## src/rtl/line_raster_stream_pkg.sv

```systemverilog
// line_raster_stream_pkg: shared types and defaults for the line rasteriser.
//   state_e    : FSM states IDLE/SETUP/RUN/DONE (IDLE encodes as 0 so reset lands there)
//   step_t     : signed error/delta type for the default coordinate width (COORD_W+2 bits)
//   *_DEF      : default coordinate width and framebuffer dimensions
package raster_pkg;
    localparam int COORD_W_DEF = 8;
    localparam int FB_W_DEF    = 64;
    localparam int FB_H_DEF    = 64;
    typedef enum logic [1:0] {IDLE = 2'd0, SETUP = 2'd1, RUN = 2'd2, DONE = 2'd3} state_e;
    typedef logic signed [COORD_W_DEF+1:0] step_t;
endpackage

```

## src/rtl/line_raster_stream_step.sv

```systemverilog
// raster_step: one combinational Bresenham step.
//   err_i, dx_i, dy_i    : signed error term and absolute deltas
//   x_i, y_i             : current pixel
//   sx_neg_i, sy_neg_i   : step direction is -1 when set, +1 otherwise
//   err_o, x_o, y_o      : updated error and pixel after the step
module raster_step #(
    parameter int COORD_W = 8
) (
    input  logic signed [COORD_W+1:0] err_i,
    input  logic signed [COORD_W+1:0] dx_i,
    input  logic signed [COORD_W+1:0] dy_i,
    input  logic        [COORD_W-1:0] x_i,
    input  logic        [COORD_W-1:0] y_i,
    input  logic                      sx_neg_i,
    input  logic                      sy_neg_i,
    output logic signed [COORD_W+1:0] err_o,
    output logic        [COORD_W-1:0] x_o,
    output logic        [COORD_W-1:0] y_o
);
    logic signed [COORD_W+1:0] e2;
    logic step_x, step_y;

    // Both tests use the pre-step e2, so diagonal moves update x and y together.
    always_comb begin
        e2     = err_i <<< 1;
        step_x = e2 > -dy_i;
        step_y = e2 < dx_i;
        err_o  = err_i - (step_x ? dy_i : '0) + (step_y ? dx_i : '0);
        x_o    = step_x ? (sx_neg_i ? x_i - COORD_W'(1) : x_i + COORD_W'(1)) : x_i;
        y_o    = step_y ? (sy_neg_i ? y_i - COORD_W'(1) : y_i + COORD_W'(1)) : y_i;
    end
endmodule

```

## src/rtl/line_raster_stream.sv

```systemverilog
// line_raster_stream: Bresenham line rasteriser streaming pixels over a valid/ready handshake.
//   clk, n_rst            : clock, asynchronous active-low reset
//   start, x0..y1, pattern: line command (sampled in IDLE only) and 8-bit dash mask
//   abort                 : cancel the current line (ignored in IDLE)
//   pix_valid/pix_ready   : pixel handshake; pix_x/pix_y/pix_addr/pix_last describe the pixel
//   busy, done, pix_count : status, completion pulse, accepted-pixel count
module line_raster_stream
    import raster_pkg::*;
#(
    parameter int COORD_W = COORD_W_DEF,
    parameter int FB_W    = FB_W_DEF,
    parameter int FB_H    = FB_H_DEF,
    parameter int ADDR_W  = $clog2(FB_W*FB_H)
) (
    input  logic               clk,
    input  logic               n_rst,
    input  logic               start,
    input  logic [COORD_W-1:0] x0,
    input  logic [COORD_W-1:0] y0,
    input  logic [COORD_W-1:0] x1,
    input  logic [COORD_W-1:0] y1,
    input  logic [7:0]         pattern,
    input  logic               abort,
    output logic               pix_valid,
    input  logic               pix_ready,
    output logic [COORD_W-1:0] pix_x,
    output logic [COORD_W-1:0] pix_y,
    output logic [ADDR_W-1:0]  pix_addr,
    output logic               pix_last,
    output logic               busy,
    output logic               done,
    output logic [COORD_W+1:0] pix_count
);
    localparam int SW = COORD_W + 2;

    state_e state_q, state_d;
    logic [COORD_W-1:0] cx_q, cx_d, cy_q, cy_d, xe_q, xe_d, ye_q, ye_d, nx, ny;
    logic [7:0] pat_q, pat_d;
    logic signed [SW-1:0] err_q, err_d, dx_q, dx_d, dy_q, dy_d, err_s;
    logic sxn_q, sxn_d, syn_q, syn_d;
    logic [2:0] k_q, k_d;
    logic [COORD_W+1:0] cnt_q, cnt_d;
    logic vis, last, adv;

    raster_step #(.COORD_W(COORD_W)) u_step (
        .err_i(err_q), .dx_i(dx_q), .dy_i(dy_q), .x_i(cx_q), .y_i(cy_q),
        .sx_neg_i(sxn_q), .sy_neg_i(syn_q), .err_o(err_s), .x_o(nx), .y_o(ny)
    );

    always_ff @(posedge clk or negedge n_rst) begin
        if (!n_rst) state_q <= IDLE;
        else        state_q <= state_d;
    end

    always_comb begin
        state_d = state_q;
        case (state_q)
            IDLE:    state_d = start ? SETUP : IDLE;
            SETUP:   state_d = RUN;
            RUN:     state_d = (adv && last) ? DONE : RUN;
            default: state_d = IDLE;
        endcase
        if (abort && state_q != IDLE) state_d = IDLE;
    end

    // A pixel advances when it is accepted or when it is hidden (off-screen or masked).
    always_comb begin
        vis       = 32'(cx_q) < FB_W && 32'(cy_q) < FB_H && pat_q[k_q];
        last      = cx_q == xe_q && cy_q == ye_q;
        busy      = state_q != IDLE;
        done      = state_q == DONE;
        pix_valid = state_q == RUN && vis;
        pix_last  = state_q == RUN && last;
        adv       = state_q == RUN && (!vis || pix_ready);
        pix_x     = cx_q;
        pix_y     = cy_q;
        pix_addr  = ADDR_W'(cy_q) * ADDR_W'(FB_W) + ADDR_W'(cx_q);
        pix_count = cnt_q;
    end

    // The start point is latched straight into the cursor; SETUP derives deltas from it.
    always_comb begin
        cx_d  = cx_q;
        cy_d  = cy_q;
        xe_d  = xe_q;
        ye_d  = ye_q;
        pat_d = pat_q;
        err_d = err_q;
        dx_d  = dx_q;
        dy_d  = dy_q;
        sxn_d = sxn_q;
        syn_d = syn_q;
        k_d   = k_q;
        cnt_d = cnt_q + (COORD_W+2)'(pix_valid && pix_ready);
        if (state_q == IDLE && start) begin
            cx_d  = x0;
            cy_d  = y0;
            xe_d  = x1;
            ye_d  = y1;
            pat_d = pattern;
            cnt_d = '0;
        end
        if (state_q == SETUP) begin
            dx_d  = xe_q > cx_q ? SW'(xe_q - cx_q) : SW'(cx_q - xe_q);
            dy_d  = ye_q > cy_q ? SW'(ye_q - cy_q) : SW'(cy_q - ye_q);
            sxn_d = !(xe_q > cx_q);
            syn_d = !(ye_q > cy_q);
            err_d = dx_d - dy_d;
            k_d   = '0;
        end
        if (adv && !last) begin
            cx_d  = nx;
            cy_d  = ny;
            err_d = err_s;
            k_d   = k_q + 3'd1;
        end
    end

    always_ff @(posedge clk or negedge n_rst) begin
        if (!n_rst) begin
            cx_q  <= '0;
            cy_q  <= '0;
            xe_q  <= '0;
            ye_q  <= '0;
            pat_q <= '0;
            err_q <= '0;
            dx_q  <= '0;
            dy_q  <= '0;
            sxn_q <= 1'b0;
            syn_q <= 1'b0;
            k_q   <= '0;
            cnt_q <= '0;
        end else begin
            cx_q  <= cx_d;
            cy_q  <= cy_d;
            xe_q  <= xe_d;
            ye_q  <= ye_d;
            pat_q <= pat_d;
            err_q <= err_d;
            dx_q  <= dx_d;
            dy_q  <= dy_d;
            sxn_q <= sxn_d;
            syn_q <= syn_d;
            k_q   <= k_d;
            cnt_q <= cnt_d;
        end
    end
endmodule

```

## config.mk

```make
export PLATFORM = sky130hd
export DESIGN_NAME = line_raster_stream
export DESIGN_NICKNAME = d
export VERILOG_FILES = /design/src/rtl/line_raster_stream_pkg.sv /design/src/rtl/line_raster_stream_step.sv /design/src/rtl/line_raster_stream.sv
export SDC_FILE = /design/constraint.sdc
export NUM_CORES = 1
export LEC_CHECK = 0
export CORE_UTILIZATION = 52
export DETAILED_ROUTE_END_ITERATION = 10
export PLACE_DENSITY = 0.82
export SLEW_MARGIN = 20
export SYNTH_ARGS = -nofsm -noshare
export SYNTH_HDL_FRONTEND = slang
export SYNTH_SLANG_ARGS = --single-unit
```

## constraint.sdc

```tcl
create_clock -name clk -period 5.29 [get_ports clk]
set_input_delay 1.058 -clock clk [delete_from_list [all_inputs] [get_ports clk]]
set_output_delay 1.058 -clock clk [all_outputs]
set_load 0.02 [all_outputs]
```

### Word-level counts from Yosys, hierarchy flattened

Cells that the tools add are included.

* flip-flop bits (word level): 87
* output and inout bits: 42

* multiplexer cells: 23
* add/sub/neg operators: 15
* eq/ne operators: 7
* reductions and logical operators: 22
* order comparisons: 7

Operator list (number)
* 10-bit 2-to-1 mux: 7
* 8-bit 2-to-1 mux: 8
* 8-bit by 8-bit subtractor with 9-bit output: 4
* 10-bit subtractor: 2
* 8-bit by 1-bit adder with 8-bit output, second input constant: 2
* 8-bit == test: 2
* 8-bit greater-than comparator: 2
* 8-bit by 7-bit less-than comparator with 1-bit output, second input constant: 2
* 8-bit by 1-bit subtractor with 8-bit output, second input constant: 2
* 12-bit by 8-bit adder with 12-bit output: 1
* 1-bit logical AND: 11
* 10-bit by 1-bit adder with 10-bit output: 1
* 10-bit adder: 1
* 10-bit greater-than comparator: 1
* 10-bit less-than comparator: 1
* 10-bit negation: 1
* 3-bit 2-to-1 mux: 2
* 2-bit case mux with 3 select lines: 1
* 2-bit nonzero test: 3
* 2-bit == test, second input constant: 2
* 1-bit zero test: 4
* 3-bit by 4-bit less-than comparator with 1-bit output, second input constant: 1
* 2-bit by 1-bit inequality test with 1-bit output, second input constant: 2
* 2-bit AND reduction: 2
* 7 further kinds: 9

### Logic depth before layout (Yosys ltp)

Gate-level depths: netlist of run 1.

* word-level depth: 10
* gate-level depth with buffers: 23
* depth with buffers taken out: 23

### Modules after synthesis

From an unflattened synthesis of run 1, not the netlist that was laid out.

* cell total of the unflattened synthesis: 980
* area, all modules: 8072.7 µm²

Modules (own cells, without submodules)
* line_raster_stream: instances 1, cells each 715, area an instance 6072.1 µm²
* raster_step: instances 1, cells each 265, area an instance 2000.7 µm²

### Worst setup path after synthesis of run 1

Ideal clock, no wire load.

* path type: reg-to-reg
* from: register dy_q[3]
* to: register err_q[8]
* setup time: 0.086 ns
* cell stages (with the launch flop): 21
* setup slack: -0.088 ns
* path buffers: 0
* arrival time: 5.292 ns
* cell sequence: dfrtp_1 > or4_1 > or3_1 > xnor2_1 > ha_1 > a21o_1 > a2111oi_0 > a32o_1 > nor2_1 > and2_1 > fa_1 > inv_1 > ha_1 > a21o_1 > a21oi_1 > o21ai_0 > o41a_1 > xnor3_1 > mux2i_1 > o31ai_1 > nor3_1

* longest elaborated chain between the ends: 6

Ends and longest elaborated chain
* start, declared: line line_raster_stream.sv:39 `logic signed [SW-1:0] err_q, err_d, dx_q, dx_d, dy_q, dy_d, err_s;`
* start signal, assigned: line line_raster_stream.sv:141 `dy_q <= dy_d;`
* 10-bit negation: line line_raster_stream_step.sv:26 `step_x = e2 > -dy_i;`
* 10-bit greater-than comparator: line line_raster_stream_step.sv:26
* 10-bit 2-to-1 mux (*): line line_raster_stream_step.sv:28 `err_o = err_i - (step_x ? dy_i : '0) + (step_y ? dx_i : '0);`
* 10-bit subtractor (*): line line_raster_stream_step.sv:28
* 10-bit adder (*): line line_raster_stream_step.sv:28
* 10-bit 2-to-1 mux (*): line line_raster_stream.sv:111 `if (adv && !last) begin`
* end signal, assigned: line line_raster_stream.sv:139 `err_q <= err_d;`
* end, declared: line line_raster_stream.sv:39

Mark *: on every way between the ends. The rest lies on a longest branch, timed or not.
A chain may end at the register's enable or synchronous reset.

### Worst setup path in the final report of run 1

Ends and elaborated chain as after synthesis.

==> results of run 1 <==
what timing repair did:
item | CTS | global route
hold buffers | 0 | 0
resized for setup | 5 | 18
pin swaps | 2 | 19
setup endpoints to repair | 1 | 1
setup buffers | 0 | 3
sequential cells by signal (all words and copies together), names as in the netlist, 9 cells and up:
| name | count |
|---|---|
| pix_count | 10 |
| dx_q | 9 |
| dy_q | 9 |
| err_q | 9 |
worst paths after layout:
| kind | start | endpoint | slack [ns] | cells after the start |
|---|---|---|---|---|
| worst min-delay path | pat_q[1]$_DFFE_PN0P_ | pat_q[1]$_DFFE_PN0P_ | 0.49 | 2 |
| worst max-delay path | dy_q[3]$_DFFE_PN0P_ | err_q[8]$_DFFE_PN0P_ | 0.12 | 21 |
| worst min register to register | pat_q[1]$_DFFE_PN0P_ | pat_q[1]$_DFFE_PN0P_ | 0.49 | 2 |
| min in group asynchronous | n_rst | dx_q[4]$_DFFE_PN0P_ | 0.63 | 1 |
| max in group asynchronous | n_rst | pix_y[2]$_DFFE_PN0P_ | 3.61 | 2 |
| worst max register to register | dy_q[3]$_DFFE_PN0P_ | err_q[8]$_DFFE_PN0P_ | 0.12 | 21 |
cell usage after synthesis (16+ instances only):
| master | instances |
|---|---|
| nand2_1 | 103 |
| inv_1 | 92 |
| ha_1 | 88 |
| dfrtp_1 | 84 |
| o21ai_0 | 60 |
| nor2_1 | 59 |
| a21oi_1 | 53 |
| xnor2_1 | 34 |
| a21o_1 | 21 |
| clkbuf_1 | 21 |
| xor2_1 | 21 |
| nor3_1 | 18 |
| fa_1 | 16 |
tightest hold or removal path, stage by stage, from the launching register on:
cell	delay, ns
dfrtp_1	0.35
nand2_1	0.06
nand2_1	0.06
cell type report:
cell class	count	area, µm²	share of cell area (%)
Inverter	92	345	3.92
Clock buffer	9	225	2.56
Sequential cell	84	2100	23.9
Clock inverter	7	75.1	0.852
Tap cell	176	220	2.50
Timing Repair Buffer	109	1030	11.7
Multi-Input combinational cell	640	4810	54.6
logic make-up after synthesis:
logic type / after synthesis / synth area share (%)
xor gates and xnor gates: 56 / 6.91
muxes: 24 / 3.82
AOI/OAI and AO/OA: 195 / 16.8
DFF: 84 / 28.8
buffers and inverters: 127 / 7.31
adders and majority gates: 104 / 19.5
and+or+nand+nor: 261 / 16.8
per-stage QoR:
stage          util, %  cells
5_1_grt           65.5   1117
3_5_place_dp      62.1   1098
6_report          65.5   1117
4_1_cts           64.5   1114
2_1_floorplan        -    851
3_3_place_gp      62.1   1098
layer usage:
layer	global-route usage (%)	vias up	share of wire, %
met5	0	-	0
li1	-	3078	-
met4	7.48	0	1.5
met3	5.28	22	5.3
met2	45.6	182	49
met1	33.7	3050	44
==> flow_metrics.py, run 1 <==
metrics = {
    "run_status": {
        "outcome": "finished, final reports clean",
    },
    "cts": {
        "clk-insertion-delay-late_ns": 0.36,
        "cts_made_buffers": 9,
        "tritoncts": "built",
        "clock_slew_seen_by_the_registers_of_the_worst_setup_and_hold_paths_ns": 0.07,
        "clockRootBuffer": "clkbuf_16",
        "maximum_clock_insertion_buffer_count": 2,
        "cts_num_sinks": 84,
        "cts.htree.levels": 3,
    },
    "floorplan": {
        "coreArea_um2": 13500,
        "boundaryPins": 87,
        "die_height_um": 120,
        "die_area_um2": 14500,
        "die_width_um": 120,
        "start_util_pct": 54.2,
        "num_rows": 42,
    },
    "place": {
        "gp_routability_congestion": 0.961,
        "placedInstanceArea_um2": 8360,
        "detailedPlace.worstSlack_ns": -0.119,
        "dpl.hpwl_um": 14000,
        "port_buffers": 86,
    },
    "logic_synthesis": {
        "synth_fp_nets": 1000,
        "post_synth_inst_count": 851,
        "ys_seq_area_share_pct": 28.8,
        "synth_seq_cells": 84,
        "synth_cell_types": 69,
        "synth_area_leader_cell": "dfrtp_1",
        "yosys_warnings": 0,
        "synth-edff-count": 0,
        "synth_flop_cell": "dfrtp_1",
        "synth_async_sr_flop_share_pct": 100,
        "mappedNetlistArea_um2": 7290,
        "synth_area_per_cell_um2": 8.57,
        "post-synth-top-area-fraction_pct": 28.8,
        "synth.area.top_cells": "dfrtp_1 (29%), ha_1 (15%), nand2_1 (5.3%)",
    },
    "timing": {
        "setup_ws_ns": 0.122,
        "clock-skew-final_ns": 0.0105,
        "final_max_slew_viol_count": 0,
        "tightest_slew_ns": 1.06,
        "final_setup_vio_count": 0,
        "max_freq_mhz": 193,
        "period_share_pct": 97.7,
        "final.min_clock_period_ns": 5.17,
        "timing.slew.headroom_pct": 29.6,
        "rsz0062_at_grt": "yes",
        "fin_hold_ws_ns": 0.491,
        "finalHoldViolCount": 0,
        "final.setup.tns_ns": 0,
    },
    "detailed_routing": {
        "detail_route.wl_per_cell_um": 16.9,
        "route.detailed.vias_per_inst": 5.67,
        "vias": 6332,
        "detail_route.iter0.violations": 377,
        "wl_um": 18900,
        "drt_drc_violations_left": 0,
        "firstDrtPassIters": 5,
        "antenna_left": 0,
    },
    "critical_path": {
        "critPathTopFamily": "compound AO/OA/AOI/OAI gates",
        "data_arrival_time_at_the_worst_slack_endpoint_ns": 5.44,
        "timing.setup.critical_path_class": "reg -> reg",
        "worst-path-max-fanout": 3,
        "crit_slowest_cell": "or4_4",
        "timing.critical_path.required_ns": 5.56,
        "worstSetupStartpointType": "flop",
        "cp_slowest_stage_delay_ns": 0.53,
        "crit_chain": "or4_4, or3_4, xnor2_2, ha_1, a21o_1, a2111oi_4, a32o_2, buf_6, nor2_4, ha_4, inv_2, ha_4, fa_2, a21o_1, a21oi_4, o21ai_2, o41a_1, xnor3_1, mux2i_1, o31ai_1, nor3_1",
        "critical_path.n_buffers_inverters": 2,
        "cp_capture_type": "flop",
    },
    "global_routing": {
        "grt_start_max_net_pins": 56,
        "gr-usage-all-layers_pct": 26.5,
        "grt_remaining_overflow": 0,
        "grt_antenna_before_repair": 0,
        "first_pass_grt_wire_length_um": 30100,
        "number_of_global_route_vias_before_repair": 6275,
    },
    "final_layout": {
        "most_frequent_cells_in_the_layout": "nand2_1 (103), inv_1 (89), clkdlybuf4s50_1 (85)",
        "post_route_cells_drive_above_1_share_pct": 9.03,
        "fillers": 1127,
        "areaGrowthSynthToFinish_pct": 20.8,
        "post-route-cell-area_um2": 8810,
        "layout_commonest_cell": "nand2_1",
        "antenna_diode_count": 0,
        "finalNetCount": 1085,
    },
    "job": {
        "drv_cap": 0,
    },
    "min_path": {
        "hold_path.class": "reg -> reg",
    },
}
Power of run 1 is not shown: default switching activity piles up to over one toggle a cycle in this logic, so the estimate is an artifact.
==> run 2, diff against run 1 <==
--- a/config.mk
+++ b/config.mk
@@ -7,6 +7,7 @@
 export LEC_CHECK = 0
 export CORE_UTILIZATION = 52
 export DETAILED_ROUTE_END_ITERATION = 10
+export HOLD_SLACK_MARGIN = 0.03
 export PLACE_DENSITY = 0.82
 export SLEW_MARGIN = 20
 export SYNTH_ARGS = -nofsm -noshare
==> results of run 2 <==
The final DEF is identical to that of run 1; final timing and power are the same.
Power of run 2 is left out for the same reason.
==> run 3, diff against run 2 <==
--- a/config.mk
+++ b/config.mk
@@ -5,6 +5,7 @@
 export SDC_FILE = /design/constraint.sdc
 export NUM_CORES = 1
 export LEC_CHECK = 0
+export ABC_AREA = 0
 export CORE_UTILIZATION = 52
 export DETAILED_ROUTE_END_ITERATION = 10
 export HOLD_SLACK_MARGIN = 0.03
==> results of run 3 <==
The final DEF is identical to that of run 1; final timing and power are the same.
Power of run 3 is left out for the same reason.
